### src/rtl/mips_instr_encoder.sv
// Encodes symbolic MIPS operation requests into 32-bit instruction words, tags each
// with a sequential byte address and buffers the results in a valid/ready output FIFO.
module mips_instr_encoder #(
    parameter int          FIFO_DEPTH = 2,
    parameter logic [31:0] RESET_ADDR = 32'h0000_0000,
    parameter int          ERR_CNT_W  = 8
) (
    input  logic                 clk,
    input  logic                 rst_n,
    input  logic                 i_base_load,
    input  logic [31:0]          i_base_addr,
    input  logic                 i_in_valid,
    output logic                 o_in_ready,
    input  logic [3:0]           i_op_sel,
    input  logic [4:0]           i_rs,
    input  logic [4:0]           i_rt,
    input  logic [4:0]           i_rd,
    input  logic [4:0]           i_shamt,
    input  logic [15:0]          i_imm,
    input  logic [31:0]          i_target,
    output logic                 o_out_valid,
    input  logic                 i_out_ready,
    output logic [31:0]          o_out_instr,
    output logic [31:0]          o_out_addr,
    output logic                 o_err_pulse,
    output logic [1:0]           o_err_code,
    output logic [ERR_CNT_W-1:0] o_err_count
);

    localparam int             AW      = (FIFO_DEPTH > 2) ? $clog2(FIFO_DEPTH) : 1;
    localparam int             CW      = AW + 1;
    localparam logic [CW-1:0]  DEPTH_C = CW'(FIFO_DEPTH);

    function automatic logic [31:0] f_rtype(input logic [4:0] rs, input logic [4:0] rt,
                                            input logic [4:0] rd, input logic [4:0] sh,
                                            input logic [5:0] funct);
        return {6'h00, rs, rt, rd, sh, funct};
    endfunction

    logic [31:0]          r_pc;
    logic [31:0]          r_mem_instr [FIFO_DEPTH];
    logic [31:0]          r_mem_addr  [FIFO_DEPTH];
    logic [AW-1:0]        r_wptr;
    logic [AW-1:0]        r_rptr;
    logic [CW-1:0]        r_count;
    logic                 r_in_ready;
    logic                 r_out_valid;
    logic [31:0]          r_out_instr;
    logic [31:0]          r_out_addr;
    logic                 r_err_pulse;
    logic [1:0]           r_err_code;
    logic [ERR_CNT_W-1:0] r_err_count;

    logic [31:0]          w_pc_eff;
    logic [31:0]          w_pc4;
    logic [32:0]          w_diff;
    logic signed [32:0]   w_off;
    logic                 w_br_bad;
    logic                 w_j_bad;
    logic [31:0]          w_instr;
    logic                 w_rej;
    logic [1:0]           w_code;
    logic                 w_acc;
    logic                 w_push;
    logic                 w_pop;
    logic [CW-1:0]        w_count_nxt;
    logic [AW-1:0]        w_rptr_nxt;
    logic [31:0]          w_head_instr;
    logic [31:0]          w_head_addr;

    assign w_pc_eff = i_base_load ? i_base_addr : r_pc;
    assign w_pc4    = w_pc_eff + 32'd4;
    // Branch offset: the 33-bit difference is kept so out-of-range targets are detectable.
    assign w_diff   = {1'b0, i_target} - {1'b0, w_pc4};
    assign w_off    = $signed(w_diff) >>> 2;
    assign w_br_bad = (i_target[1:0] != 2'b00) || (w_off[32:15] != {18{w_off[15]}});
    assign w_j_bad  = (i_target[1:0] != 2'b00) || (i_target[31:28] != w_pc4[31:28]);

    // Combinational encoder and rejection decision.
    always_comb begin
        w_instr = 32'h0000_0000;
        w_rej   = 1'b0;
        w_code  = 2'd0;
        case (i_op_sel)
            4'd0:  w_instr = f_rtype(i_rs, i_rt, i_rd, 5'd0, 6'h20);
            4'd1:  w_instr = f_rtype(i_rs, i_rt, i_rd, 5'd0, 6'h21);
            4'd2:  w_instr = f_rtype(i_rs, i_rt, i_rd, 5'd0, 6'h22);
            4'd3:  w_instr = f_rtype(i_rs, i_rt, i_rd, 5'd0, 6'h23);
            4'd4:  w_instr = f_rtype(i_rs, i_rt, i_rd, 5'd0, 6'h24);
            4'd5:  w_instr = f_rtype(i_rs, i_rt, i_rd, 5'd0, 6'h25);
            4'd6:  w_instr = f_rtype(5'd0, i_rt, i_rd, i_shamt, 6'h00);
            4'd7:  w_instr = f_rtype(5'd0, i_rt, i_rd, i_shamt, 6'h02);
            4'd8:  w_instr = f_rtype(i_rs, i_rt, i_rd, 5'd0, 6'h2A);
            4'd9:  w_instr = {6'h08, i_rs, i_rt, i_imm};
            4'd10: w_instr = {6'h23, i_rs, i_rt, i_imm};
            4'd11: w_instr = {6'h2B, i_rs, i_rt, i_imm};
            4'd12, 4'd13: begin
                if (w_br_bad) begin
                    w_rej  = 1'b1;
                    w_code = 2'd2;
                end else begin
                    w_instr = {((i_op_sel == 4'd12) ? 6'h04 : 6'h05), i_rs, i_rt, w_off[15:0]};
                end
            end
            4'd14: begin
                if (w_j_bad) begin
                    w_rej  = 1'b1;
                    w_code = 2'd3;
                end else begin
                    w_instr = {6'h02, i_target[27:2]};
                end
            end
            default: begin
                w_rej  = 1'b1;
                w_code = 2'd1;
            end
        endcase
    end

    assign w_acc      = i_in_valid && (r_count < DEPTH_C);
    assign w_push     = w_acc && !w_rej;
    assign w_pop      = (r_count != {CW{1'b0}}) && i_out_ready;
    assign w_rptr_nxt = w_pop ? (r_rptr + AW'(1)) : r_rptr;

    // FIFO occupancy after this cycle's push/pop.
    always_comb begin
        if (w_push && !w_pop) begin
            w_count_nxt = r_count + CW'(1);
        end else if (!w_push && w_pop) begin
            w_count_nxt = r_count - CW'(1);
        end else begin
            w_count_nxt = r_count;
        end
    end

    // Next head entry; bypasses the array when the head slot is the one being written now.
    always_comb begin
        if (w_push && (w_rptr_nxt == r_wptr)) begin
            w_head_instr = w_instr;
            w_head_addr  = w_pc_eff;
        end else begin
            w_head_instr = r_mem_instr[w_rptr_nxt];
            w_head_addr  = r_mem_addr[w_rptr_nxt];
        end
    end

    // FIFO storage array.
    always_ff @(posedge clk) begin
        if (w_push) begin
            r_mem_instr[r_wptr] <= w_instr;
            r_mem_addr[r_wptr]  <= w_pc_eff;
        end
    end

    // Program counter, FIFO control and registered head outputs.
    always_ff @(posedge clk or negedge rst_n) begin
        if (!rst_n) begin
            r_pc        <= RESET_ADDR;
            r_wptr      <= {AW{1'b0}};
            r_rptr      <= {AW{1'b0}};
            r_count     <= {CW{1'b0}};
            r_in_ready  <= 1'b1;
            r_out_valid <= 1'b0;
            r_out_instr <= 32'h0000_0000;
            r_out_addr  <= 32'h0000_0000;
        end else begin
            if (w_push) begin
                r_pc <= w_pc4;
            end else if (i_base_load) begin
                r_pc <= i_base_addr;
            end else begin
                r_pc <= r_pc;
            end
            r_wptr      <= w_push ? (r_wptr + AW'(1)) : r_wptr;
            r_rptr      <= w_rptr_nxt;
            r_count     <= w_count_nxt;
            r_in_ready  <= (w_count_nxt < DEPTH_C);
            r_out_valid <= (w_count_nxt != {CW{1'b0}});
            if (w_count_nxt != {CW{1'b0}}) begin
                r_out_instr <= w_head_instr;
                r_out_addr  <= w_head_addr;
            end else begin
                r_out_instr <= r_out_instr;
                r_out_addr  <= r_out_addr;
            end
        end
    end

    // Error reporting: pulse, sticky reason code and saturating count.
    always_ff @(posedge clk or negedge rst_n) begin
        if (!rst_n) begin
            r_err_pulse <= 1'b0;
            r_err_code  <= 2'd0;
            r_err_count <= {ERR_CNT_W{1'b0}};
        end else begin
            r_err_pulse <= w_acc && w_rej;
            if (w_acc && w_rej) begin
                r_err_code <= w_code;
                if (r_err_count != {ERR_CNT_W{1'b1}}) begin
                    r_err_count <= r_err_count + ERR_CNT_W'(1);
                end else begin
                    r_err_count <= r_err_count;
                end
            end else begin
                r_err_code  <= r_err_code;
                r_err_count <= r_err_count;
            end
        end
    end

    assign o_in_ready  = r_in_ready;
    assign o_out_valid = r_out_valid;
    assign o_out_instr = r_out_instr;
    assign o_out_addr  = r_out_addr;
    assign o_err_pulse = r_err_pulse;
    assign o_err_code  = r_err_code;
    assign o_err_count = r_err_count;

endmodule

### config.mk
export PLATFORM = sky130hd
export DESIGN_NAME = mips_instr_encoder
export DESIGN_NICKNAME = d
export VERILOG_FILES = /design/src/rtl/mips_instr_encoder.sv
export SDC_FILE = /design/constraint.sdc
export NUM_CORES = 1
export LEC_CHECK = 0
export CAP_MARGIN = 0
export CORE_UTILIZATION = 51
export DETAILED_ROUTE_END_ITERATION = 7
export GPL_ROUTABILITY_DRIVEN = 0
export PLACE_DENSITY = 0.74
export RECOVER_POWER = 50
export SYNTH_ARGS = -nofsm -noshare
export SYNTH_HDL_FRONTEND = slang
export SYNTH_SLANG_ARGS = --single-unit
export TNS_END_PERCENT = 10
### constraint.sdc
create_clock -name clk -period 9.1 [get_ports clk]
set_input_delay 1.82 -clock clk [delete_from_list [all_inputs] [get_ports clk]]
set_output_delay 1.82 -clock clk [all_outputs]
set_load 0.02 [all_outputs]
After elaboration in Yosys (flattened, before gate mapping)
Memories as Yosys holds them, arrays and structs flattened. A register that Yosys moved wholly into a read port is not among the register bits.
Index checks and enable logic that the tools add are counted.
{"block": "word_totals", "mem_count": 2, "inputBits": 109, "ram_bits": 128, "elab_cells": 74, "regBits": 49}
{"block": "classes", "n_reduce_logical": 20, "n_lt_le_gt_ge": 2, "muxes": 17, "n_addsub": 7, "n_eq_ne": 17}
{"memory": "r_mem_addr", "depth": 2, "width": 32, "read_ports": 1, "rd_ports_with_merged_regs": 1, "wr": 1, "line_no": "42", "text": "logic [31:0] r_mem_addr [FIFO_DEPTH];"}
{"memory": "r_mem_instr", "depth": 2, "width": 32, "read_ports": 1, "rd_ports_with_merged_regs": 1, "wr": 1, "line_no": "41", "text": "logic [31:0] r_mem_instr [FIFO_DEPTH];"}
{"operator": "case mux 32 bit (14 select lines)", "n": 1}
{"operator": "two-way mux 32 bit", "n": 2}
{"operator": "subtractor 32 x 32 -> 33 bit", "n": 1}
{"operator": "adder 32 x 3 -> 32 bit, second input constant", "n": 1}
{"operator": "two-way mux 29 bit", "n": 1}
{"operator": "== test 4 bit, second input constant", "n": 7}
{"operator": "two-way mux 28 bit", "n": 1}
{"operator": "inequality test 17 bit", "n": 1}
{"operator": "== test 4 x 3 -> 1 bit, second input constant", "n": 4}
{"operator": "OR reduction 12 bit", "n": 1}
{"operator": "adder 8 x 1 -> 8 bit, second input constant", "n": 1}
{"operator": "== test 4 x 2 -> 1 bit, second input constant", "n": 2}
{"operator": "two-way mux 2 bit", "n": 4}
{"operator": "inequality test 8 bit, second input constant", "n": 1}
{"operator": "logical AND 1 bit", "n": 6}
{"operator": "two-way mux 1 bit", "n": 6}
{"operator": "case mux 2 bit (3 select lines)", "n": 1}
{"operator": "nonzero test 2 bit", "n": 3}
{"operator": "logical NOT 1 bit", "n": 5}
{"operator": "== test 4 x 1 -> 1 bit, second input constant", "n": 1}
{"operator": "logical NOT 4 bit", "n": 1}
{"operator": "less-than comparator 2 bit, second input constant", "n": 2}
{"operator": "inequality test 4 bit", "n": 1}
{"operator": "case mux 1 bit (3 select lines)", "n": 1}
{"operator": "other kinds (6)", "n": 8}

Logic depth before layout (Yosys ltp)
{"block": "depth", "ltp_word": 14, "ltp_mapped": 36, "depth_no_buf": 27}

Worst setup path before layout
OpenSTA, ideal clock, no wires.
{"block": "synth_timing", "path_type": "input to register", "from": "in i_base_load", "to": "mem r_mem_addr[0][0], enable pin", "cell_stages": 29, "setup_slack_ns": -2.479, "n_path_buf": 7, "required_ns": 8.615, "arrival_time_ns": 11.094, "path_cell_list": "buf_6 buf_6 buf_4 buf_1 buf_1 mux2i_1 inv_1 ha_1 and2_1 a32oi_2 nor3_1 nand3_1 nor3_1 and3_1 xnor2_1 ha_1 clkbuf_1 nand2_1 or4_1 a211oi_1 nor2_1 o21ai_0 xor2_1 or4b_4 a2111oi_0 or2_1 buf_2 o21ai_1 nor2_1"}
{"block": "synth_between", "elab_chain_len": 11, "word_cells_on_any_way": 14, "classes_between": "add/sub (2); eq/ne (2); mux (6); reduce/logical (4)"}
{"item": "start, declared", "line_no": "10", "text": "input logic i_base_load,"}
{"item": "two-way mux 32 bit *"}
{"item": "net w_pc_eff[2]", "line_no": "54", "text": "logic [31:0] w_pc_eff;"}
{"item": "adder 32 x 3 -> 32 bit *", "line_no": "72", "text": "assign w_pc4 = w_pc_eff + 32'd4;"}
{"item": "subtractor 32 x 32 -> 33 bit", "line_no": "74", "text": "assign w_diff = {1'b0, i_target} - {1'b0, w_pc4};"}
{"item": "inequality test 17 bit", "line_no": "76", "text": "assign w_br_bad = (i_target[1:0] != 2'b00) || (w_off[32:15] != {18{w_off[15]}});"}
{"item": "logical OR 1 bit", "line_no": "76"}
{"item": "two-way mux 1 bit", "line_no": "98", "text": "if (w_br_bad) begin"}
{"item": "case mux 1 bit (3 select lines) *", "line_no": "84", "text": "case (i_op_sel)"}
{"item": "logical NOT 1 bit *", "line_no": "121", "text": "assign w_push = w_acc && !w_rej;"}
{"item": "logical AND 1 bit *", "line_no": "121"}
{"item": "two-way mux 1 bit *", "line_no": "149", "text": "if (w_push) begin"}
{"item": "two-way mux 1 bit (implied by the code) *", "line_no": "151", "text": "r_mem_addr[r_wptr] <= w_pc_eff;"}
{"item": "end, declared", "line_no": "42"}
The timed path passes the listed nets; every way through them passes the cells marked *.

Final worst setup path
{"block": "layout_timing", "from": "in i_base_load", "to": "reg r_out_addr[7], in the netlist o_out_addr[7], read port of r_mem_addr"}
{"block": "layout_between", "elab_chain_len": 14, "word_cells_on_any_way": 18, "classes_between": "add/sub (2); eq/ne (2); mux (6); reduce/logical (8)"}
{"item": "two-way mux 32 bit *"}
{"item": "adder 32 x 3 -> 32 bit *", "line_no": "72"}
{"item": "subtractor 32 x 32 -> 33 bit", "line_no": "74"}
{"item": "inequality test 17 bit", "line_no": "76"}
{"item": "logical OR 1 bit", "line_no": "76"}
{"item": "two-way mux 1 bit", "line_no": "98"}
{"item": "case mux 1 bit (3 select lines) *", "line_no": "84"}
{"item": "logical NOT 1 bit *", "line_no": "121"}
{"item": "logical AND 1 bit *", "line_no": "121"}
{"item": "logical NOT 1 bit", "line_no": "129", "text": "end else if (!w_push && w_pop) begin"}
{"item": "logical AND 1 bit", "line_no": "129"}
{"item": "two-way mux 2 bit", "line_no": "129"}
{"item": "two-way mux 2 bit *", "line_no": "127", "text": "if (w_push && !w_pop) begin"}
{"item": "net w_count_nxt[0]", "line_no": "66", "text": "logic [CW-1:0] w_count_nxt;"}
{"item": "nonzero test 2 bit *", "line_no": "179", "text": "if (w_count_nxt != {CW{1'b0}}) begin"}
{"item": "end, declared", "line_no": "49", "text": "logic [31:0] r_out_addr;"}
Marked as above.
A chain may end at the register's enable or synchronous reset.

==> reports/results.tsv <==
metric	value	unit
htreeDepth	1	
setup_viol_count_final	0	
tightest_slew	4.71	ns
clk_pin_slew	0.06	ns
areaGrowthSynthToFinish	21.8	%
ys_seq_area_frac	0.479	
clock-sinks	238	
violations	design-rule violations, max-capacitance violations, max-slew violations	
die-area	0.0276	mm²
antenna_found_initial	0	
worst_slack	0.525	ns
drv_cap	3	
initial_core_util	0.523	
drive_gt1_frac	0.0635	
rows	59	
syn_area_per_cell	10.3	µm²
status	complete, but fails checks	
clock-root-buffer	clkbuf_16	
dp_cells	1814	
setup_tns	0	ns
num_io_pins	186	
top_layer_used	met4	
finalCritPeriodShare	0.942	
synth_seq_cells	238	
cts_hold_buf	0	
criticalPathCategory	primary input to flop	
slowest_stage	a2111oi_1	
grt_pass1_wl	60200	µm
end_kind	flop	
fmax	117	MHz
overflow	0	
start_kind	primary input	
placed_area	0.0160	mm²
synth_nets	1471	
dp_slack	0.117	ns
syn_area	0.0137	mm²
port_buffers	184	
clockBufferDepth	3	
p_leak	6.72	nW
nets	1641	
dr_total_vias	11274	
first_iter_violations	1209	
firstDrtPassIters	8	
netlist-cell-type-count	96	
grtUsageTotal	0.278	
required	9.49	ns
crit_chain	buf_2 > clkbuf_1 > nand3_1 > a22oi_1 > and4_1 > and3_1 > and3_1 > and3_1 > and3_1 > xnor2_1 > ha_1 > nand2_1 > or4_1 > a211oi_1 > nor2_1 > o21ai_0 > xor2_1 > or4b_4 > a2111oi_1 > a211oi_1 > a211oi_4 > buf_12 > buf_4 > o21ai_1	
dp_hpwl	28400	µm
fin_crit	8.58	ns
finalNonFillerCells	1862	
antenna_left	0	
wl_per_cell	20.7	µm
finalWirelength	38500	µm
relSlewSlack	-2.14	
grt_max_degree	78	
finalHoldViolCount	0	
synth_cells	1337	
grt_pass1_vias	10813	
finalMaxSlewViolations	189	
crit_fanout	49	
ys_warn_count	0	
hold_class	flop to flop	
fill_cells	2098	
wl_met1	16800	µm
fin_skew	0.0188	ns
met3WireLength	3350	µm
antenna_cells	0	
p_per_area	282	mW/mm²
vias_per_cell	6.05	
synth_edf_count	126	
max_stage_delay	0.63	ns
cts_tree	yes	
cp_top_family	simple AND/OR/NAND/NOR gates	
clk_latency	0.53	ns
die_h	166	µm
timing.critical_path.mode_cell	and3_1	
rsz0062_at_grt	no	
synth-main-ff-cell	edfxtp_1	
async_flop_share	0.471	
drc	12	
critPathBufInv	4	
vdd_drop_max	0.168	mV
core-area	0.0263	mm²
cts_made_buffers	26	
die_x	166	µm
cp.arrival	8.97	ns
dr_wl_met2	17400	µm
fin_area	0.0167	mm²
report_power, final:
group / total (mW) / switching (mW) / internal, mW
Sequential: 1.57 / 0.132 / 1.43
Combinational: 2.15 / 1.24 / 0.906
Clock: 1.01 / 0.415 / 0.597
Total: 4.73 / 1.79 / 2.94
metrics by stage:
stage	utilization	hold WS, ns	power, mW
final	0.637	0.470	4.73
after global routing	0.637	0.483	5.00
after CTS	0.640	0.479	4.75
after detailed placement	0.609	0.466	3.73
after global placement	0.609	0.463	3.68
after floorplan	-	0.498	2.98
cell type report:
cell class	count	area, µm²	area share
multi-input cells	969	6600	0.394
flip-flops and latches	238	6590	0.393
repair buffers	212	2090	0.125
clock buffers	40	754	0.0451
well taps	335	419	0.0250
inverters	60	225	0.0134
clock inverters	8	66.3	0.00396
metal layers:
layer / track usage / up-vias
met3: 0.0396 / 70
met2: 0.441 / 537
met5: 0 / -
met1: 0.396 / 5418
met4: 0.0853 / 0
li1: - / 5249
cells in the mapped netlist (all sizes together), types with 7 or more instances:
master	count	share of area
nor3	16	0.0058
or3	7	0.0032
clkbuf	38	0.010
a21o	21	0.011
buf	32	0.016
mux2i	76	0.058
edfxtp	126	0.28
ha	25	0.023
nor2b	22	0.010
o31ai	8	0.0051
nand2	137	0.037
inv	59	0.016
and3	24	0.011
a211oi	23	0.014
a22oi	14	0.0080
nand3	31	0.011
a32oi	7	0.0050
mux2	13	0.011
a221oi	12	0.0086
xor2	13	0.0083
xnor2	71	0.046
nand2b	7	0.0032
o21ai	89	0.033
nor4	7	0.0047
a2111oi	10	0.0074
dfrtp	111	0.20
and2	23	0.010
nand4	18	0.0082
nor2	101	0.028
a21oi	82	0.030
a22o	8	0.0051
final timing paths:
check                      depth (start not counted)         endpoint            from  slack [ns]
max                                               24    o_out_addr[7]     i_base_load        0.52
min                                                1   o_out_instr[7]  o_out_instr[7]        0.47
max reg2reg                                       24    o_out_addr[7]         r_pc[2]        2.02
min reg2reg                                        1   o_out_instr[7]  o_out_instr[7]        0.47
max in group asynchronous                          2  o_out_instr[17]           rst_n        2.19
min in group asynchronous                          1   o_out_addr[14]           rst_n        2.01
cells in the final DEF, fill, tap and decap left out, types with 6 or more instances in the layout:
master,instances
a21o_1,21
a221oi_1,10
nand3_1,31
and3_1,24
a211oi_1,20
or3_1,7
clkbuf_1,17
nand4_1,18
dlygate4sd3_1,81
mux2i_1,76
nand2b_1,7
nor3_1,15
buf_12,6
edfxtp_1,126
nor2_1,100
clkbuf_16,27
a22o_1,8
buf_4,16
inv_1,58
a2111oi_0,6
nor2b_1,22
mux2_1,8
clkdlybuf4s50_1,101
o21ai_1,51
o21ai_0,36
xor2_1,13
dfrtp_1,111
a22oi_1,14
nand2_1,137
ha_1,25
o31ai_1,6
a32oi_1,6
xnor2_1,68
a311oi_1,6
o22ai_1,6
a21oi_1,82
and2_1,20
registers in the layout, summed over array words and instances, names as in the netlist:
signal and cells:
o_out_addr 32, r_mem_instr 62, o_out_instr 31, o_err_code 2
r_count 2, o_err_pulse 1, r_pc 32, r_rptr 1
r_mem_addr 64, o_in_ready 1, o_err_count 8, r_wptr 1
o_out_valid 1
cell families (layout without fill, tap and decap cells):
family	Yosys count	in the layout	share of synthesized area
other	1	1	0.000273
multiplexers	89	89	0.0683
AND/OR/NAND/NOR	416	416	0.147
XOR/XNOR	89	89	0.0628
AO/OA/AOI/OAI	343	343	0.172
flip-flops	238	238	0.479
adder cells (fa/ha/maj)	31	31	0.0274
buffers and inverters	130	320	0.0423
repair_timing:
item	CTS	global route
setup endpoints to repair	0	79
buffers inserted	0	0
gates resized for setup	0	2
No activity file was read; power rests on OpenSTA's default activity.
